File: config.mk
export PLATFORM = sky130hd
export DESIGN_NAME = mem_stage_dcache
export DESIGN_NICKNAME = d
export VERILOG_FILES = /design/src/rtl/mem_stage_dcache.sv
export SDC_FILE = /design/constraint.sdc
export NUM_CORES = 2
export LEC_CHECK = 0
export CORE_ASPECT_RATIO = 1.25
export CORE_MARGIN = 3
export CORE_UTILIZATION = 25
export DETAILED_ROUTE_END_ITERATION = 6
export DONT_BUFFER_PORTS = 1
export PLACE_DENSITY_LB_ADDON = 0.25
export SYNTH_ARGS = -nofsm -noshare
export SYNTH_HDL_FRONTEND = slang
export SYNTH_SLANG_ARGS = --single-unit
File: constraint.sdc
create_clock -name clk -period 5.2 [get_ports clk]
set_input_delay 0.52 -clock clk [delete_from_list [all_inputs] [get_ports clk]]
set_output_delay 0.52 -clock clk [all_outputs]
set_load 0.01 [all_outputs]
File: src/rtl/mem_stage_dcache.sv
// Memory-access stage: direct-mapped write-through data cache with a
// req/ack backing-memory port and a pipeline stall (hit) indication.
module mem_stage_dcache #(
  parameter int unsigned IDX_W = 4
) (
  input  logic        clk,
  input  logic        rstn,
  input  logic [2:0]  ctlmem,
  input  logic        alu_zero,
  input  logic [31:0] addr,
  input  logic [31:0] wdata,
  output logic        hit,
  output logic        pcsrc,
  output logic [31:0] rdata,
  output logic        mem_req,
  output logic        mem_we,
  output logic [31:0] mem_addr,
  output logic [31:0] mem_wdata,
  input  logic        mem_ack,
  input  logic [31:0] mem_rdata
);

  localparam int unsigned LINES = 1 << IDX_W;
  localparam int unsigned TAG_W = 32 - IDX_W - 2;

  localparam logic [1:0] S_IDLE  = 2'd0;
  localparam logic [1:0] S_FILL  = 2'd1;
  localparam logic [1:0] S_WRITE = 2'd2;
  localparam logic [1:0] S_DONE  = 2'd3;

  logic [1:0]       state_q, state_d;
  logic             mem_req_q, mem_req_d;
  logic             mem_we_q, mem_we_d;
  logic [31:0]      mem_addr_q, mem_addr_d;
  logic [31:0]      mem_wdata_q, mem_wdata_d;
  logic [31:0]      ld_data_q, ld_data_d;
  logic [LINES-1:0] valid_q, valid_d;
  logic [TAG_W-1:0] tag_q [LINES];
  logic [TAG_W-1:0] tag_d [LINES];
  logic [31:0]      data_q [LINES];
  logic [31:0]      data_d [LINES];

  logic             is_store;
  logic             is_load;
  logic [IDX_W-1:0] req_idx;
  logic [TAG_W-1:0] req_tag;
  logic [IDX_W-1:0] acc_idx;
  logic [TAG_W-1:0] acc_tag;
  logic             lookup_hit;
  logic             line_match;
  logic             addr_unused;

  // Store wins over load when both controls are set.
  assign is_store   = ctlmem[0];
  assign is_load    = ctlmem[1] & ~ctlmem[0];
  assign req_idx    = addr[IDX_W+1:2];
  assign req_tag    = addr[31:IDX_W+2];
  // Outstanding accesses index the cache from the latched request address.
  assign acc_idx    = mem_addr_q[IDX_W+1:2];
  assign acc_tag    = mem_addr_q[31:IDX_W+2];
  assign lookup_hit = valid_q[req_idx] && (tag_q[req_idx] == req_tag);
  assign line_match = valid_q[acc_idx] && (tag_q[acc_idx] == acc_tag);
  // Byte-offset bits carry no information for a word-granular cache.
  assign addr_unused = ^addr[1:0];

  assign pcsrc     = ctlmem[2] & alu_zero;
  assign mem_req   = mem_req_q;
  assign mem_we    = mem_we_q;
  assign mem_addr  = mem_addr_q;
  assign mem_wdata = mem_wdata_q;

  // Next-state, cache update and combinational hit/rdata decode.
  always_comb begin
    state_d     = state_q;
    mem_req_d   = mem_req_q;
    mem_we_d    = mem_we_q;
    mem_addr_d  = mem_addr_q;
    mem_wdata_d = mem_wdata_q;
    ld_data_d   = ld_data_q;
    valid_d     = valid_q;
    tag_d       = tag_q;
    data_d      = data_q;
    hit         = 1'b0;
    rdata       = data_q[req_idx];

    case (state_q)
      S_IDLE: begin
        if (is_store) begin
          mem_addr_d  = {addr[31:2], 2'b00};
          mem_wdata_d = wdata;
          mem_we_d    = 1'b1;
          mem_req_d   = 1'b1;
          state_d     = S_WRITE;
        end else if (is_load && !lookup_hit) begin
          mem_addr_d  = {addr[31:2], 2'b00};
          mem_we_d    = 1'b0;
          mem_req_d   = 1'b1;
          state_d     = S_FILL;
        end else begin
          hit = 1'b1;
        end
      end
      S_FILL: begin
        if (mem_ack) begin
          valid_d[acc_idx] = 1'b1;
          tag_d[acc_idx]   = acc_tag;
          data_d[acc_idx]  = mem_rdata;
          ld_data_d        = mem_rdata;
          mem_req_d        = 1'b0;
          state_d          = S_DONE;
        end
      end
      S_WRITE: begin
        if (mem_ack) begin
          // Write-update only; a store miss never allocates.
          if (line_match) begin
            data_d[acc_idx] = mem_wdata_q;
          end
          mem_req_d = 1'b0;
          state_d   = S_DONE;
        end
      end
      S_DONE: begin
        hit     = 1'b1;
        rdata   = ld_data_q;
        state_d = S_IDLE;
      end
      default: begin
        state_d = S_IDLE;
      end
    endcase
  end

  // State, request and cache registers; reset aborts any outstanding access.
  always_ff @(posedge clk or negedge rstn) begin
    if (!rstn) begin
      state_q     <= S_IDLE;
      mem_req_q   <= 1'b0;
      mem_we_q    <= 1'b0;
      mem_addr_q  <= '0;
      mem_wdata_q <= '0;
      ld_data_q   <= '0;
      valid_q     <= '0;
      for (int i = 0; i < int'(LINES); i++) begin
        tag_q[i]  <= '0;
        data_q[i] <= '0;
      end
    end else begin
      state_q     <= state_d;
      mem_req_q   <= mem_req_d;
      mem_we_q    <= mem_we_d;
      mem_addr_q  <= mem_addr_d;
      mem_wdata_q <= mem_wdata_d;
      ld_data_q   <= ld_data_d;
      valid_q     <= valid_d;
      tag_q       <= tag_d;
      data_q      <= data_d;
    end
  end

endmodule
### Word level (Yosys, flattened, before mapping)

Cells that the tools add are included.

| cells by class | value |
|---|---|
| reductions and logical operators | 17 |
| mux-type cells | 42 |
| bitwise logic cells | 6 |
| order comparisons | 6 |
| eq/ne operators | 10 |

Operators with widths:

| kind | number |
|---|---|
| 512-bit 2-to-1 mux | 3 |
| 512-bit bitwise mux | 2 |
| 512-bit one-hot mux with 2 select lines | 1 |
| 416-bit bitwise mux | 1 |
| 26-bit binary-select mux with 4-bit select | 2 |
| 32-bit 2-to-1 mux | 6 |
| 26-bit 2-to-1 mux | 5 |
| 32-bit binary-select mux with 4-bit select | 1 |
| 32-bit demux with 4-bit select | 1 |
| 26-bit demux with 4-bit select | 1 |
| 26-bit == test | 2 |
| 16-bit bitwise OR | 1 |
| 5-bit >= comparator, second input constant | 2 |
| 4-bit by 5-bit less-than comparator with 1-bit output, second input constant | 2 |
| 1-bit 2-to-1 mux | 10 |
| 4-bit NOT with 5-bit output | 2 |
| 1-bit binary-select mux with 4-bit select | 2 |
| 2-bit AND reduction | 4 |
| 2-bit 2-to-1 mux | 3 |
| 2-bit inequality test, second input constant | 3 |
| 2-bit one-hot mux with 3 select lines | 1 |
| 2-bit nonzero test | 3 |
| 1-bit logical AND | 5 |
| 5-bit by 1-bit less-than comparator with 1-bit output, second input constant | 1 |
| other kinds (14) | 17 |

| word-level totals | value |
|---|---|
| output and inout bits | 100 |
| bits of input ports | 103 |
| register bits after elaboration | 1044 |
| logic and storage cells | 120 |

### Logic depth before layout (Yosys ltp)

| logic depth | value |
|---|---|
| depth in word-level cells | 11 |
| depth in mapped cells | 14 |

### Least setup slack after synthesis

No wires, ideal clock.

| timing | value |
|---|---|
| kind | input-to-output |
| start point | input addr[2] |
| end point | output rdata[10] |
| buffers on the path | 7 |
| stages on the path | 11 |
| arrival | 3.615 ns |
| required time | 4.680 ns |
| slack | 1.065 ns |
| path through | buf_2 > buf_4 > buf_2 > buf_2 > buf_2 > clkbuf_1 > buf_1 > mux4_2 > mux4_2 > nand2_1 > nand2_1 |

| between the ends | value |
|---|---|
| cells in the longest elaborated chain, start to end | 5 |

Ends and longest elaborated chain:

| item | line | text |
|---|---|---|
| start, declared | 10 | `input logic [31:0] addr,` |
| 4-bit NOT with 5-bit output (not written as such) | 84 | `rdata = data_q[req_idx];` |
| 32-bit binary-select mux with 4-bit select | 84 |  |
| 32-bit 2-to-1 mux (not written as such) (2 in a row) | 84 |  |
| 32-bit 2-to-1 mux | 86 | `case (state_q)` |
| end, declared | 14 | `output logic [31:0] rdata,` |

No other way between the ends. The select of a mux whose other input is x is not followed.

### Worst setup path after layout

| timing | value |
|---|---|
| start point | register tag_q[209] in the netlist's numbering |
| end point | output hit |

| between the ends | value |
|---|---|
| cells in the longest elaborated chain, start to end | 10 |

Ends and longest elaborated chain:

| item | line | text |
|---|---|---|
| start, declared | 38 | `logic [TAG_W-1:0] tag_q [LINES];` |
| start signal, assigned | 156 | `tag_q <= tag_d;` |
| 26-bit binary-select mux with 4-bit select | 61 | `assign lookup_hit = valid_q[req_idx] && (tag_q[req_idx] == req_tag);` |
| 26-bit 2-to-1 mux (not written as such) (2 in a row) | 61 |  |
| 26-bit == test | 61 |  |
| 1-bit logical AND | 61 |  |
| 1-bit zero test | 94 | `end else if (is_load && !lookup_hit) begin` |
| 1-bit logical AND | 94 |  |
| 1-bit 2-to-1 mux | 94 |  |
| 1-bit 2-to-1 mux | 88 | `if (is_store) begin` |
| 1-bit one-hot mux with 2 select lines | 86 |  |
| end, declared | 12 | `output logic hit,` |

No other way between the ends. The select of a mux whose other input is x is not followed.

==> flow_metrics.env <==
export IMPL_ios=203
export IMPL_synth_fa_ha_area_share_pct=0.119
export IMPL_slew_headroom_pct=2.37
export IMPL_swShare_pct=35.5
export IMPL_grt_overflow_total=0
export IMPL_ctsHtreeMaxLevel=3
export IMPL_clk_pin_slew_ns=0.07
export IMPL_first_pass_iters=6
export IMPL_power_density_nw_per_um2=564
export IMPL_hold_viol_final=0
export IMPL_finClkSkew_ns=0.0803
export IMPL_cts_sinks=1042
export IMPL_cts_root_buffer="clkbuf_16"
export IMPL_synth_top_family_by_area="multiplexers"
export IMPL_synth_edf_count=0
export IMPL_yosys_area_top_type="dfrtp_1"
export IMPL_detail_route_antenna_nets=0
export IMPL_antenna_found_initial=1
export IMPL_combPwrFrac_pct=35.6
export IMPL_synthFlopType="dfrtp_1"
export IMPL_min_period_ns=5.07
export IMPL_crit_end="hit"
export IMPL_worstSetupPathType="flop to primary output"
export IMPL_cp_required_ns=4.68
export IMPL_grt_pass1_vias=34600
export IMPL_ys_seq_area_share_pct=49.6
export IMPL_syn_avg_cell_area_um2=14.5
export IMPL_place_ws_ns=0.480
export IMPL_area_growth_pct=16.0
export IMPL_portBuffers=0
export IMPL_fin_cells=6472
export IMPL_synth_top_area_share_pct=49.6
export IMPL_maxSlewViolCount=0
export IMPL_cts_tree="built"
export IMPL_die_w_um=416
export IMPL_start_util_pct=25.2
export IMPL_ys_ff_latch=1042
export IMPL_grt_pass1_wl_um=258000
export IMPL_pwr_share_clk_pct=24.4
export IMPL_first_iter_violations=2239
export IMPL_r2r_start="tag_q[209]"
export IMPL_die_area_um2=216000
export IMPL_crit_reg2reg_capture="mem_addr[31]"
export IMPL_endpoint_kind="primary output"
export IMPL_crit_start="tag_q[209]"
export IMPL_wl_um=176000
export IMPL_worst_pin_slew_ns=1.46
export IMPL_die_h_um=519
export IMPL_irDropWorstVdd_mv=0.313
export IMPL_hpwl_um=103000
export IMPL_synth_cells=3618
export IMPL_ys_top_cells_by_area="dfrtp_1, mux2_2, mux4_2"
export IMPL_seq_power_share_pct=40.0
export IMPL_drc=0
export IMPL_numCtsBuffers=116
export IMPL_placementRows=187
export IMPL_synth_async_reset_ratio_pct=100
export IMPL_nets=3754
export IMPL_setup_viol=0
export IMPL_clock_fmax_mhz=197
export IMPL_rr_worst_depth=11
export IMPL_placedCellCount=6141
export IMPL_hold_path_class="input pin to flop"
export IMPL_switchingPower_mw=12.2
export IMPL_startpoint_type="flop"
export IMPL_hold_buffers=126
export IMPL_viasPerCell=5.07
export IMPL_core_um2=208000
export IMPL_crit_fanout=3
export IMPL_grt_max_degree=239
export IMPL_power_leakage_nw=26.2
export IMPL_diodes=0
export IMPL_synthMuxAreaShare_pct=38.1
export IMPL_period_share_pct=97.5
export IMPL_drive_above_1_share_pct=44.0
export IMPL_grt_usage_pct=16.1
export IMPL_yosys_warnings=0
export IMPL_p_int_mw=22.2
export IMPL_cts_resized=0
export IMPL_ys_types=70
export IMPL_routedWlPerCell_um=27.2
export IMPL_place_gp_congestion=0.805
export IMPL_status="finished clean"
export IMPL_synth_xor_area_share_pct=0.700
export IMPL_fin_ws_ns=0.131
export IMPL_synth_compound_area_share_pct=4.71
export IMPL_post_cts_setup_buffers=0
export IMPL_clock_latency_ns=0.77
export IMPL_rsz0062_at_grt="false"
export IMPL_cp_arrival_ns=4.55
export IMPL_detailroute_via_count=32800
export IMPL_maxCapViolations=0
export IMPL_r2r_setup_slack_ns=0.22
export IMPL_max_clock_path_buffers=3
export IMPL_synth_cell_area_um2=52500
export IMPL_synthSimpleGateAreaFrac_pct=3.67
export IMPL_setup_tns_final_ns=0
## metal layers
| metal | GRT usage (%) | share of wire (%) | up-vias |
|---|---|---|---|
| li1 | - | - | 13800 |
| met1 | 20.9 | 43 | 18000 |
| met2 | 26.9 | 49 | 851 |
| met3 | 3.19 | 5.2 | 218 |
| met4 | 5.00 | 3.0 | 0 |
| met5 | 0 | 0 | - |
## area by class of cell
cell class | count | area, µm²
sequential | 1042 | 26100
clock buffer | 165 | 3280
timing repair buffer | 241 | 2480
clock inverter | 39 | 546
inverter | 38 | 145
tap | 2740 | 3430
fill | 20900 | 147000
multi-input combinational | 2207 | 25000
## cells in the final DEF (no fill, tap or decap), types with 9 or more instances in the layout
master,count
nand2_1,206
clkbuf_8,19
buf_4,91
o21ai_0,92
clkbuf_1,30
o2111ai_1,32
mux2i_1,114
a221oi_1,42
o31ai_4,15
mux2_1,28
a22oi_1,10
clkinv_2,18
dfrtp_1,1038
buf_12,19
inv_1,33
nor2_1,30
mux2_4,30
xnor2_1,30
o22ai_1,20
nand3_1,23
or2_2,16
xor2_1,12
bufinv_16,9
a22o_1,10
mux2_2,904
clkbuf_16,116
nand2b_1,13
nor3_1,39
nor3_2,10
nand4_1,13
nor2b_1,16
mux4_2,351
dlygate4sd3_1,125
o311ai_0,28
nor4_1,15
## worst max-delay path, cell delays in order (launching register included)
cell and delay, ns:
dfrtp_1 0.40, mux4_2 0.54, mux2i_1 0.15, mux2i_1 0.21
xnor2_1 0.45, nand4_1 0.33, or4_2 0.89, o31a_1 0.33
a21oi_1 0.16, buf_4 0.17, buf_4 0.13
## how the worst min path moves through the flow
stage / slack (ns) / end / start / cells past startpoint
global route: 0.04 / mem_addr[4] / addr[4] / 2
finish: 0.10 / mem_addr[4] / addr[4] / 2
floorplan: 0.22 / data_q[0] / rstn / 0
CTS: 0.001 / mem_addr[3] / ctlmem[0] / 3
detailed placement: 0.23 / ld_data_q[17] / rstn / 0
global placement: 0.23 / ld_data_q[17] / rstn / 0
## sequential cells by signal, indices dropped and copies added, names as in the netlist
name and cells:
tag_q 416, mem_we 1, mem_req 1, state_q 2, data_q 512, mem_addr 30
ld_data_q 32, valid_q 16, mem_wdata 32
## power by group through the flow
stage,Sequential [mW],Combinational [mW],Clock (mW)
global placement,13.8,11.9,0
detailed placement,13.9,12.0,0
CTS,13.7,12.4,8.67
global route,14.2,13.1,9.00
floorplan,12.7,8.84,0
finish,13.8,12.2,8.39
## cells by family (layout without fill, tap and decap cells)
group / Yosys count / in the layout
multiplexers: 1427 / 1427
adder cells (fa/ha/maj): 5 / 5
flip-flops: 1042 / 1042
XOR/XNOR: 42 / 42
AND/OR/NAND/NOR: 414 / 414
buffers and inverters: 370 / 483
AO/OA/AOI/OAI: 317 / 317
other: 1 / 2
## cell usage after synthesis, types with 15 or more instances
master     count
nor2b_1       16
nand2_1      207
or2_2         16
buf_1         60
nor4_1        15
mux2_4        30
mux2_1        28
a221oi_1      42
o2111ai_1     32
nand3_1       25
xnor2_1       30
dfrtp_1     1042
buf_2         85
mux4_2       351
o311ai_0      28
o22ai_1       20
nor3_1        49
nor2_1        33
clkbuf_1     161
o21ai_0       92
mux2_2       904
mux2i_1      114
inv_1         35
## per-stage QoR
step	instance area (µm²)	total power, mW	util (%)	hold slack (ns)
2_1_floorplan	52500	21.6	-	0.224
3_3_place_gp	55800	25.6	26.8	0.231
3_5_place_dp	55800	25.9	26.8	0.231
4_1_cts	60900	34.8	29.3	0.00131
5_1_grt	61000	36.3	29.3	0.0420
6_report	61000	34.4	29.3	0.104
No activity file was read; power rests on OpenSTA's default activity.
